==> src/rtl/dft_pkg.sv <==
// Shared types and constants for the 16-point DFT input pairing stage.
package dft_pkg;

   typedef enum logic [1:0] {
      IDLE  = 2'd0,
      FILL  = 2'd1,
      DRAIN = 2'd2
   } state_t;

   localparam int   NPTS  = 16;
   localparam int   HALF  = 8;
   localparam logic K_ADD = 1'b0;
   localparam logic K_SUB = 1'b1;

endpackage

==> src/rtl/dft_sample_buf.sv <==
// 16-entry complex sample store: one write port and two asynchronous read
// ports, so both butterfly operands are available in the same cycle.
module dft_sample_buf
   import dft_pkg::*;
#(
   parameter int N = 32
) (
   input  logic                clk,
   input  logic                we,
   input  logic [3:0]          waddr,
   input  logic [2*N-1:0]      wdata,
   input  logic [3:0]          raddr_a,
   input  logic [3:0]          raddr_b,
   output logic signed [N-1:0] a_re,
   output logic signed [N-1:0] a_im,
   output logic signed [N-1:0] b_re,
   output logic signed [N-1:0] b_im
);

   // Storage holds {re, im}; contents are don't-care until written.
   logic [2*N-1:0] mem [NPTS];

   // Write port: one sample per accepted input handshake.
   always_ff @(posedge clk) begin
      if (we) mem[waddr] <= wdata;
   end

   assign a_re = mem[raddr_a][2*N-1:N];
   assign a_im = mem[raddr_a][N-1:0];
   assign b_re = mem[raddr_b][2*N-1:N];
   assign b_im = mem[raddr_b][N-1:0];

endmodule

==> src/rtl/dft_input_pairer.sv <==
// Collects 16 complex samples, then presents them as butterfly operand pairs
// (x[p], x[p+8]) twice each: first for the add, then for the subtract.
module dft_input_pairer
   import dft_pkg::*;
#(
   parameter int N = 32
) (
   input  logic                clk,
   input  logic                rst_n,
   input  logic                in_valid,
   output logic                in_ready,
   input  logic signed [N-1:0] in_re,
   input  logic signed [N-1:0] in_im,
   output logic                out_valid,
   input  logic                out_ready,
   output logic signed [N-1:0] ar,
   output logic signed [N-1:0] ai,
   output logic signed [N-1:0] br,
   output logic signed [N-1:0] bi,
   output logic                k,
   output logic [3:0]          out_idx,
   output logic                out_last
);

   state_t              state, state_nxt;
   logic [3:0]          wr_cnt, wr_cnt_nxt;
   logic [3:0]          rd_cnt, rd_cnt_nxt;
   logic                in_hs, out_hs;
   logic [3:0]          addr_a, addr_b;
   logic signed [N-1:0] a_re, a_im, b_re, b_im;

   // Single-bank buffer: filling and draining are mutually exclusive states,
   // so the two handshakes can never coincide.
   assign in_ready  = (state == FILL);
   assign out_valid = (state == DRAIN);
   assign in_hs     = in_valid && in_ready;
   assign out_hs    = out_valid && out_ready;

   // Each pair index p = rd_cnt[3:1] is visited on two consecutive beats.
   assign addr_a = {1'b0, rd_cnt[3:1]};
   assign addr_b = addr_a + 4'(HALF);

   dft_sample_buf #(.N(N)) u_buf (
      .clk     (clk),
      .we      (in_hs),
      .waddr   (wr_cnt),
      .wdata   ({in_re, in_im}),
      .raddr_a (addr_a),
      .raddr_b (addr_b),
      .a_re    (a_re),
      .a_im    (a_im),
      .b_re    (b_re),
      .b_im    (b_im)
   );

   // State and counter registers; reset discards any partial frame.
   always_ff @(posedge clk) begin
      if (!rst_n) begin
         state  <= IDLE;
         wr_cnt <= '0;
         rd_cnt <= '0;
      end else begin
         state  <= state_nxt;
         wr_cnt <= wr_cnt_nxt;
         rd_cnt <= rd_cnt_nxt;
      end
   end

   // Next-state logic: fill 16 samples, then drain 16 beats.
   always_comb begin
      state_nxt  = state;
      wr_cnt_nxt = wr_cnt;
      rd_cnt_nxt = rd_cnt;
      case (state)
         IDLE: state_nxt = FILL;
         FILL: begin
            if (in_hs) begin
               wr_cnt_nxt = wr_cnt + 4'd1;
               if (wr_cnt == 4'(NPTS - 1)) begin
                  state_nxt  = DRAIN;
                  rd_cnt_nxt = '0;
               end
            end
         end
         DRAIN: begin
            if (out_hs) begin
               rd_cnt_nxt = rd_cnt + 4'd1;
               if (rd_cnt == 4'(NPTS - 1)) state_nxt = FILL;
            end
         end
         default: state_nxt = IDLE;
      endcase
   end

   // Operand outputs are zero outside DRAIN and follow rd_cnt inside it;
   // rd_cnt and the buffer are frozen while stalled, so outputs hold.
   always_comb begin
      ar       = '0;
      ai       = '0;
      br       = '0;
      bi       = '0;
      k        = K_ADD;
      out_idx  = '0;
      out_last = 1'b0;
      if (out_valid) begin
         ar       = a_re;
         ai       = a_im;
         br       = b_re;
         bi       = b_im;
         k        = rd_cnt[0] ? K_SUB : K_ADD;
         out_idx  = rd_cnt;
         out_last = (rd_cnt == 4'(NPTS - 1));
      end
   end

endmodule

==> config.mk <==
export PLATFORM = sky130hd
export DESIGN_NAME = dft_input_pairer
export DESIGN_NICKNAME = d
export VERILOG_FILES = /design/src/rtl/dft_pkg.sv /design/src/rtl/dft_sample_buf.sv /design/src/rtl/dft_input_pairer.sv
export SDC_FILE = /design/constraint.sdc
export NUM_CORES = 1
export LEC_CHECK = 0
export ABC_CLOCK_PERIOD_IN_PS = 17900
export CORE_AREA = 5 5 222 439
export CTS_CLUSTER_SIZE = 30
export DETAILED_ROUTE_END_ITERATION = 12
export DIE_AREA = 0 0 227 444
export SLEW_MARGIN = 15
export SYNTH_ARGS = -nofsm -noshare
export SYNTH_HDL_FRONTEND = slang
export SYNTH_SLANG_ARGS = --single-unit
export TNS_END_PERCENT = 30
==> constraint.sdc <==
create_clock -name clk -period 17.9 [get_ports clk]
set_input_delay 1.79 -clock clk [delete_from_list [all_inputs] [get_ports clk]]
set_output_delay 1.79 -clock clk [all_outputs]
set_load 0.05 [all_outputs]
==> impl_metrics.env, run 1 <==
export IMPL_outcome="finished, final reports clean"
export IMPL_ff_latch_area_um2=31000
export IMPL_arrival_ps=4390
export IMPL_fp_dieH_um=444
export IMPL_finalHoldViolCount=0
export IMPL_p_leak_nw=13.5
export IMPL_hold_buffers=0
export IMPL_vias=17504
export IMPL_ys_ff_latch=1037
export IMPL_die_x_um=227
export IMPL_fin_tns_setup_ps=0
export IMPL_maxSlewHeadroom_pct=26.7
export IMPL_crit_type="register to output pin"
export IMPL_grt_ovfl_total=0
export IMPL_cts_setup_buffers=0
export IMPL_ys_seq_area_share_pct=79.7
export IMPL_setup_violations=0
export IMPL_routedWlPerCell_um=29.0
export IMPL_syn_num_nets=1663
export IMPL_cts_resized=0
export IMPL_syn_cell_area_um2=38900
export IMPL_clk_pin_slew_ps=70
export IMPL_rsz0062_at_grt="no"
export IMPL_pin_count=204
export IMPL_fin_skew_ps=17.2
export IMPL_remaining_drc_errors=0
export IMPL_grt_pass1_vias=19289
export IMPL_finalCritPeriodShare_pct=34.5
export IMPL_start_util_pct=41.5
export IMPL_clock_sinks=1037
export IMPL_clock_latency_ps=670
export IMPL_synth_top_area_cell="edfxtp_1"
export IMPL_core_rowCount=159
export IMPL_hpwlAfterDp_um=48900
export IMPL_antenna_found_initial=5
export IMPL_dr_first_iter_drc_count=1360
export IMPL_grt_max_degree=101
export IMPL_drv_slew=0
export IMPL_holdWs_ps=518
export IMPL_peakVddDrop_v=0.000109
export IMPL_synth_cells=1590
export IMPL_crit_required_ps=16110
export IMPL_cts_buffers=89
export IMPL_max_freq_ghz=0.162
export IMPL_htreeDepth=3
export IMPL_synth_area_leaders="edfxtp_1 (79%), mux4_2 (15%), a22o_1 (2.9%)"
export IMPL_detail_route_antenna_nets=0
export IMPL_mostFrequentLayoutCell="edfxtp_1"
export IMPL_fillers=7542
export IMPL_clockBufferDepth=3
export IMPL_dr_pass1_iters=5
export IMPL_cts_root_buf="clkbuf_16"
export IMPL_avgSynthCellArea_um2=24.5
export IMPL_final_cell_mix="edfxtp_1 (1024), mux4_2 (256), clkdlybuf4s50_1 (203)"
export IMPL_min_path_type="register to register"
export IMPL_gp_congestion=0.712
export IMPL_start_kind="register"
export IMPL_drt_vias_per_instance=5.63
export IMPL_tightest_slew_ps=1100
export IMPL_coreArea_um2=93700
export IMPL_multiInputGateArea_um2=7480
export IMPL_endpoint_kind="output pin"
export IMPL_grt_use_total_pct=18.1
export IMPL_period_minus_slack_ps=6180
export IMPL_die_area_um2=101000
export IMPL_drv_cap=0
export IMPL_synth_top_cell_area_share_pct=79.0
export IMPL_drive_above_1_share_pct=23.4
export IMPL_yosys_warnings=0
export IMPL_cts_tree="built"
export IMPL_synth_cell_types=38
export IMPL_wl_um=90200
export IMPL_port_buffers=203
export IMPL_grt_pass1_wl_um=133000
export IMPL_powerDensity_nw_per_um2=103
export IMPL_crit_fanout=40
export IMPL_area_growth_pct=16.2
export IMPL_nets=1904
-- state kept, by name, summed over array words and instances (netlist names), named ones only --
signal     cells
state          2
u_buf.mem   1024
rd_cnt         4
wr_cnt         4
-- critical path, stage by stage, from the launching register on --
cell and delay (ps):
dfxtp_4 650, buf_4 670, buf_4 770, mux4_2 600, a22o_1 270, clkdlybuf4s50_1 710
-- routing by layer --
layer / global-route usage [%] / part of all wire (%) / vias to the layer above
met5: 0 / 0.044 / -
met4: 4.95 / 2.0 / 6
met3: 3.72 / 5.4 / 99
met2: 32.2 / 54 / 436
met1: 22.6 / 38 / 9575
li1: - / - / 7388
-- synth_stat cells --
master	number
a21oi_1	5
a221oi_1	1
a22o_1	128
a2bb2oi_1	1
a31oi_1	2
a41o_1	1
and2_1	5
and3_1	1
and3b_1	1
buf_1	2
buf_2	37
buf_4	6
buf_6	16
clkbuf_1	28
dfxtp_1	13
edfxtp_1	1024
ha_1	5
inv_1	3
inv_2	1
mux2i_1	1
mux4_2	256
nand2_1	9
nand2b_1	2
nand2b_2	1
nand3_1	3
nand3b_1	3
nand4_1	1
nand4b_1	2
nor2_1	16
nor2b_1	2
nor3_1	4
o2111ai_1	1
o211ai_1	2
o21ai_0	2
o31ai_1	1
o32ai_1	2
or3_1	1
xor2_1	1
-- path summary, 6_finish.rpt --
check | from | endpoint | slack [ps] | depth (start not counted)
max | rd_cnt[1] | bi[4] | 11720 | 5
min | wr_cnt[0] | wr_cnt[0] | 520 | 2
max reg2reg | wr_cnt[1] | u_buf.mem[7][28] | 14590 | 4
min reg2reg | wr_cnt[0] | wr_cnt[0] | 520 | 2
-- kinds of logic (layout without fill, tap and decap cells) --
family	count (synthesis)	after routing	share of synthesized area (%)
buffers and inverters	93	403	1.38
AND/OR/NAND/NOR	51	51	0.672
other	0	2	0
AO/OA/AOI/OAI	146	146	3.20
XOR/XNOR	1	1	0.0225
flip-flops	1037	1037	79.7
adder cells (fa/ha/maj)	5	5	0.161
multiplexers	257	257	14.8
-- power breakdown --
group / switching [mW] / internal (mW) / leakage [nW] / total [mW]
combinational: 0.0460 / 0.0206 / 2.80 / 0.0666
clock: 0.849 / 1.07 / 1.40 / 1.92
sequential: 0.00269 / 2.68 / 9.33 / 2.68
total: 0.897 / 3.77 / 13.5 / 4.67
-- stage by stage --
stage | worst slack (ps) | instances | util, % | power, mW | area [um2]
after CTS | 11510 | 3107 | 48.3 | 4.73 | 45200
after detailed placement | 12270 | 2947 | 45.2 | 2.80 | 42300
after global routing | 11380 | 3108 | 48.3 | 4.82 | 45200
after global placement | 12280 | 2947 | 45.2 | 2.80 | 42300
after floorplan | 10820 | 1590 | - | 2.75 | 38900
final | 11720 | 3109 | 48.3 | 4.67 | 45200
-- cell type report --
class	count	share of cell area (%)
Sequential cell	1037	68.6
Multi-Input combinational cell	460	16.6
Timing Repair Buffer	239	5.12
Clock buffer	101	5.03
Tap cell	1207	3.34
Clock inverter	59	1.31
Inverter	4	0.0332
Antenna cell	2	0.0111
Note: power is estimated with default switching activity, not from simulation.
==> run 2: changes to the inputs <==
--- a/config.mk
+++ b/config.mk
@@ -5,7 +5,7 @@
 export SDC_FILE = /design/constraint.sdc
 export NUM_CORES = 1
 export LEC_CHECK = 0
-export ABC_CLOCK_PERIOD_IN_PS = 17900
+export ABC_CLOCK_PERIOD_IN_PS = 6400
 export CORE_AREA = 5 5 222 439
 export CTS_CLUSTER_SIZE = 30
 export DETAILED_ROUTE_END_ITERATION = 12
==> constraint.sdc (replaced) <==
create_clock -name clk -period 6.4 [get_ports clk]
set_input_delay 0.64 -clock clk [delete_from_list [all_inputs] [get_ports clk]]
set_output_delay 0.64 -clock clk [all_outputs]
set_load 0.05 [all_outputs]
==> run 2 against run 1 <==
Die area unchanged. Count of clock-buffer cells in the layout increased by 2. Highest routed layer unchanged. Power increased to 2.8 times the previous value. Final area increased by 0.41%. Critical endpoint is now bi[0]. Largest cell class unchanged. Wire length increased by 1.1%. Clock skew increased by 4.9 ps. Combinational power increased to 2.9 times the previous value.
==> impl_metrics.env, run 2 (synthesized netlist as in run 1, its figures left out) <==
export IMPL_outcome="finished, final reports clean"
export IMPL_grt_pass1_wl_um=132000
export IMPL_maxSlewHeadroom_pct=29.3
export IMPL_drive_above_1_share_pct=24.2
export IMPL_hold_buffers=0
export IMPL_pin_count=204
export IMPL_htreeDepth=3
export IMPL_start_util_pct=41.5
export IMPL_vias=17704
export IMPL_tightest_slew_ps=1060
export IMPL_top_regs="u_buf.mem (1024), rd_cnt (4), wr_cnt (4)"
export IMPL_cts_setup_buffers=0
export IMPL_port_buffers=203
export IMPL_period_minus_slack_ps=4420
export IMPL_finalHoldViolCount=0
export IMPL_crit_type="register to output pin"
export IMPL_die_area_um2=101000
export IMPL_clockBufferDepth=3
export IMPL_largest_reg_flops=1024
export IMPL_arrival_ps=3780
export IMPL_min_path_type="register to register"
export IMPL_dr_first_iter_drc_count=1480
export IMPL_fin_skew_ps=22.1
export IMPL_finalCritPeriodShare_pct=69.1
export IMPL_crit_fanout=77
export IMPL_power_switching_mw=2.56
export IMPL_dp_cells=2954
export IMPL_peakVddDrop_v=0.000298
export IMPL_detail_route_antenna_nets=0
export IMPL_crit_chain="buf_12, mux4_2, a22o_1, clkdlybuf4s50_1"
export IMPL_fin_cells=3120
export IMPL_crit_required_ps=5760
export IMPL_coreArea_um2=93700
export IMPL_p_comb_share_pct=1.5
export IMPL_clk_pin_slew_ps=70
export IMPL_regMostFlops="u_buf.mem"
export IMPL_drv_cap=0
export IMPL_remaining_drc_errors=0
export IMPL_sw_frac_of_total_pct=19.6
export IMPL_fin_util_pct=48.5
export IMPL_cp_slowest_cell="clkdlybuf4s50_1"
export IMPL_grt_use_total_pct=18.1
export IMPL_max_stage_delay_ps=710
export IMPL_grt_ovfl_total=0
export IMPL_mostFrequentLayoutCell="edfxtp_1"
export IMPL_cts_buffers=89
export IMPL_antenna_found_initial=6
export IMPL_powerDensity_nw_per_um2=288
export IMPL_dr_pass1_iters=5
export IMPL_hpwlAfterDp_um=52700
export IMPL_core_rowCount=159
export IMPL_cts_resized=0
export IMPL_final_cell_mix="edfxtp_1 (1024), mux4_2 (256), clkdlybuf4s50_1 (203)"
export IMPL_fin_total_pwr_mw=13.1
export IMPL_grt_max_degree=96
export IMPL_grt_pass1_vias=18882
export IMPL_setup_violations=0
export IMPL_fin_tns_setup_ps=0
export IMPL_max_freq_ghz=0.226
export IMPL_fp_dieH_um=444
export IMPL_area_growth_pct=16.7
export IMPL_clock_latency_ps=660
export IMPL_clock_sinks=1037
export IMPL_die_x_um=227
export IMPL_p_seq_share_pct=57.4
export IMPL_start_kind="register"
export IMPL_cts_root_buf="clkbuf_16"
export IMPL_cts_tree="built"
export IMPL_gp_congestion=0.737
export IMPL_nets=1911
export IMPL_ff_latch_area_um2=31000
export IMPL_rsz0062_at_grt="no"
export IMPL_clock_power_share_pct=41.1
export IMPL_p_int_mw=10.5
export IMPL_drv_slew=0
export IMPL_wl_um=91200
export IMPL_multiInputGateArea_um2=7480
export IMPL_drt_vias_per_instance=5.67
export IMPL_endpoint_kind="output pin"
export IMPL_routedWlPerCell_um=29.2
export IMPL_p_leak_nw=13.6
export IMPL_fillers=7507
run 2: routing by layer:
metal	vias up	wire length, um	global-route usage (%)
li1	7398	-	-
met1	9628	35500	23.1
met2	555	48000	31.3
met3	115	5550	4.11
met4	8	2040	4.75
met5	-	54	0
run 2: per-stage QoR:
stage	instance area (um2)	hold WS [ps]	worst slack, ps
6_report	45400	541	1980
5_1_grt	45400	571	1770
4_1_cts	45400	537	1850
3_5_place_dp	42500	521	2610
3_3_place_gp	42500	492	2610
2_1_floorplan	38900	478	469
run 2: power groups by stage:
stage | registers, mW | logic (mW) | clock network, mW
detailed placement | 7.65 | 0.195 | 0
global placement | 7.64 | 0.184 | 0
CTS | 7.50 | 0.195 | 5.52
floorplan | 7.65 | 0.0376 | 0
finish | 7.50 | 0.190 | 5.37
global route | 7.49 | 0.206 | 5.79
run 2: path summary, 6_finish.rpt:
check             startpoint                end  slack, ps  cells after the start
setup / recovery   rd_cnt[1]              bi[0]       1980                      4
hold / removal     wr_cnt[0]          wr_cnt[0]        540                      2
setup reg to reg   wr_cnt[1]  u_buf.mem[15][51]       3270                      4
hold reg to reg    wr_cnt[0]          wr_cnt[0]        540                      2
run 2: area by class of cell:
cell class | instances | area share, %
Clock buffer | 103 | 5.12
Timing Repair Buffer | 246 | 5.43
Inverter | 4 | 0.0331
Tap cell | 1207 | 3.33
Sequential cell | 1037 | 68.3
Clock inverter | 61 | 1.26
Multi-Input combinational cell | 460 | 16.5
Antenna cell | 2 | 0.0110
run 2: worst max-delay path: cells and delay by family, from the launching register on:
family	cells	cell delay, ps
compound gates	1	280
buf+inv	2	1150
flops	1	700
mux	1	660
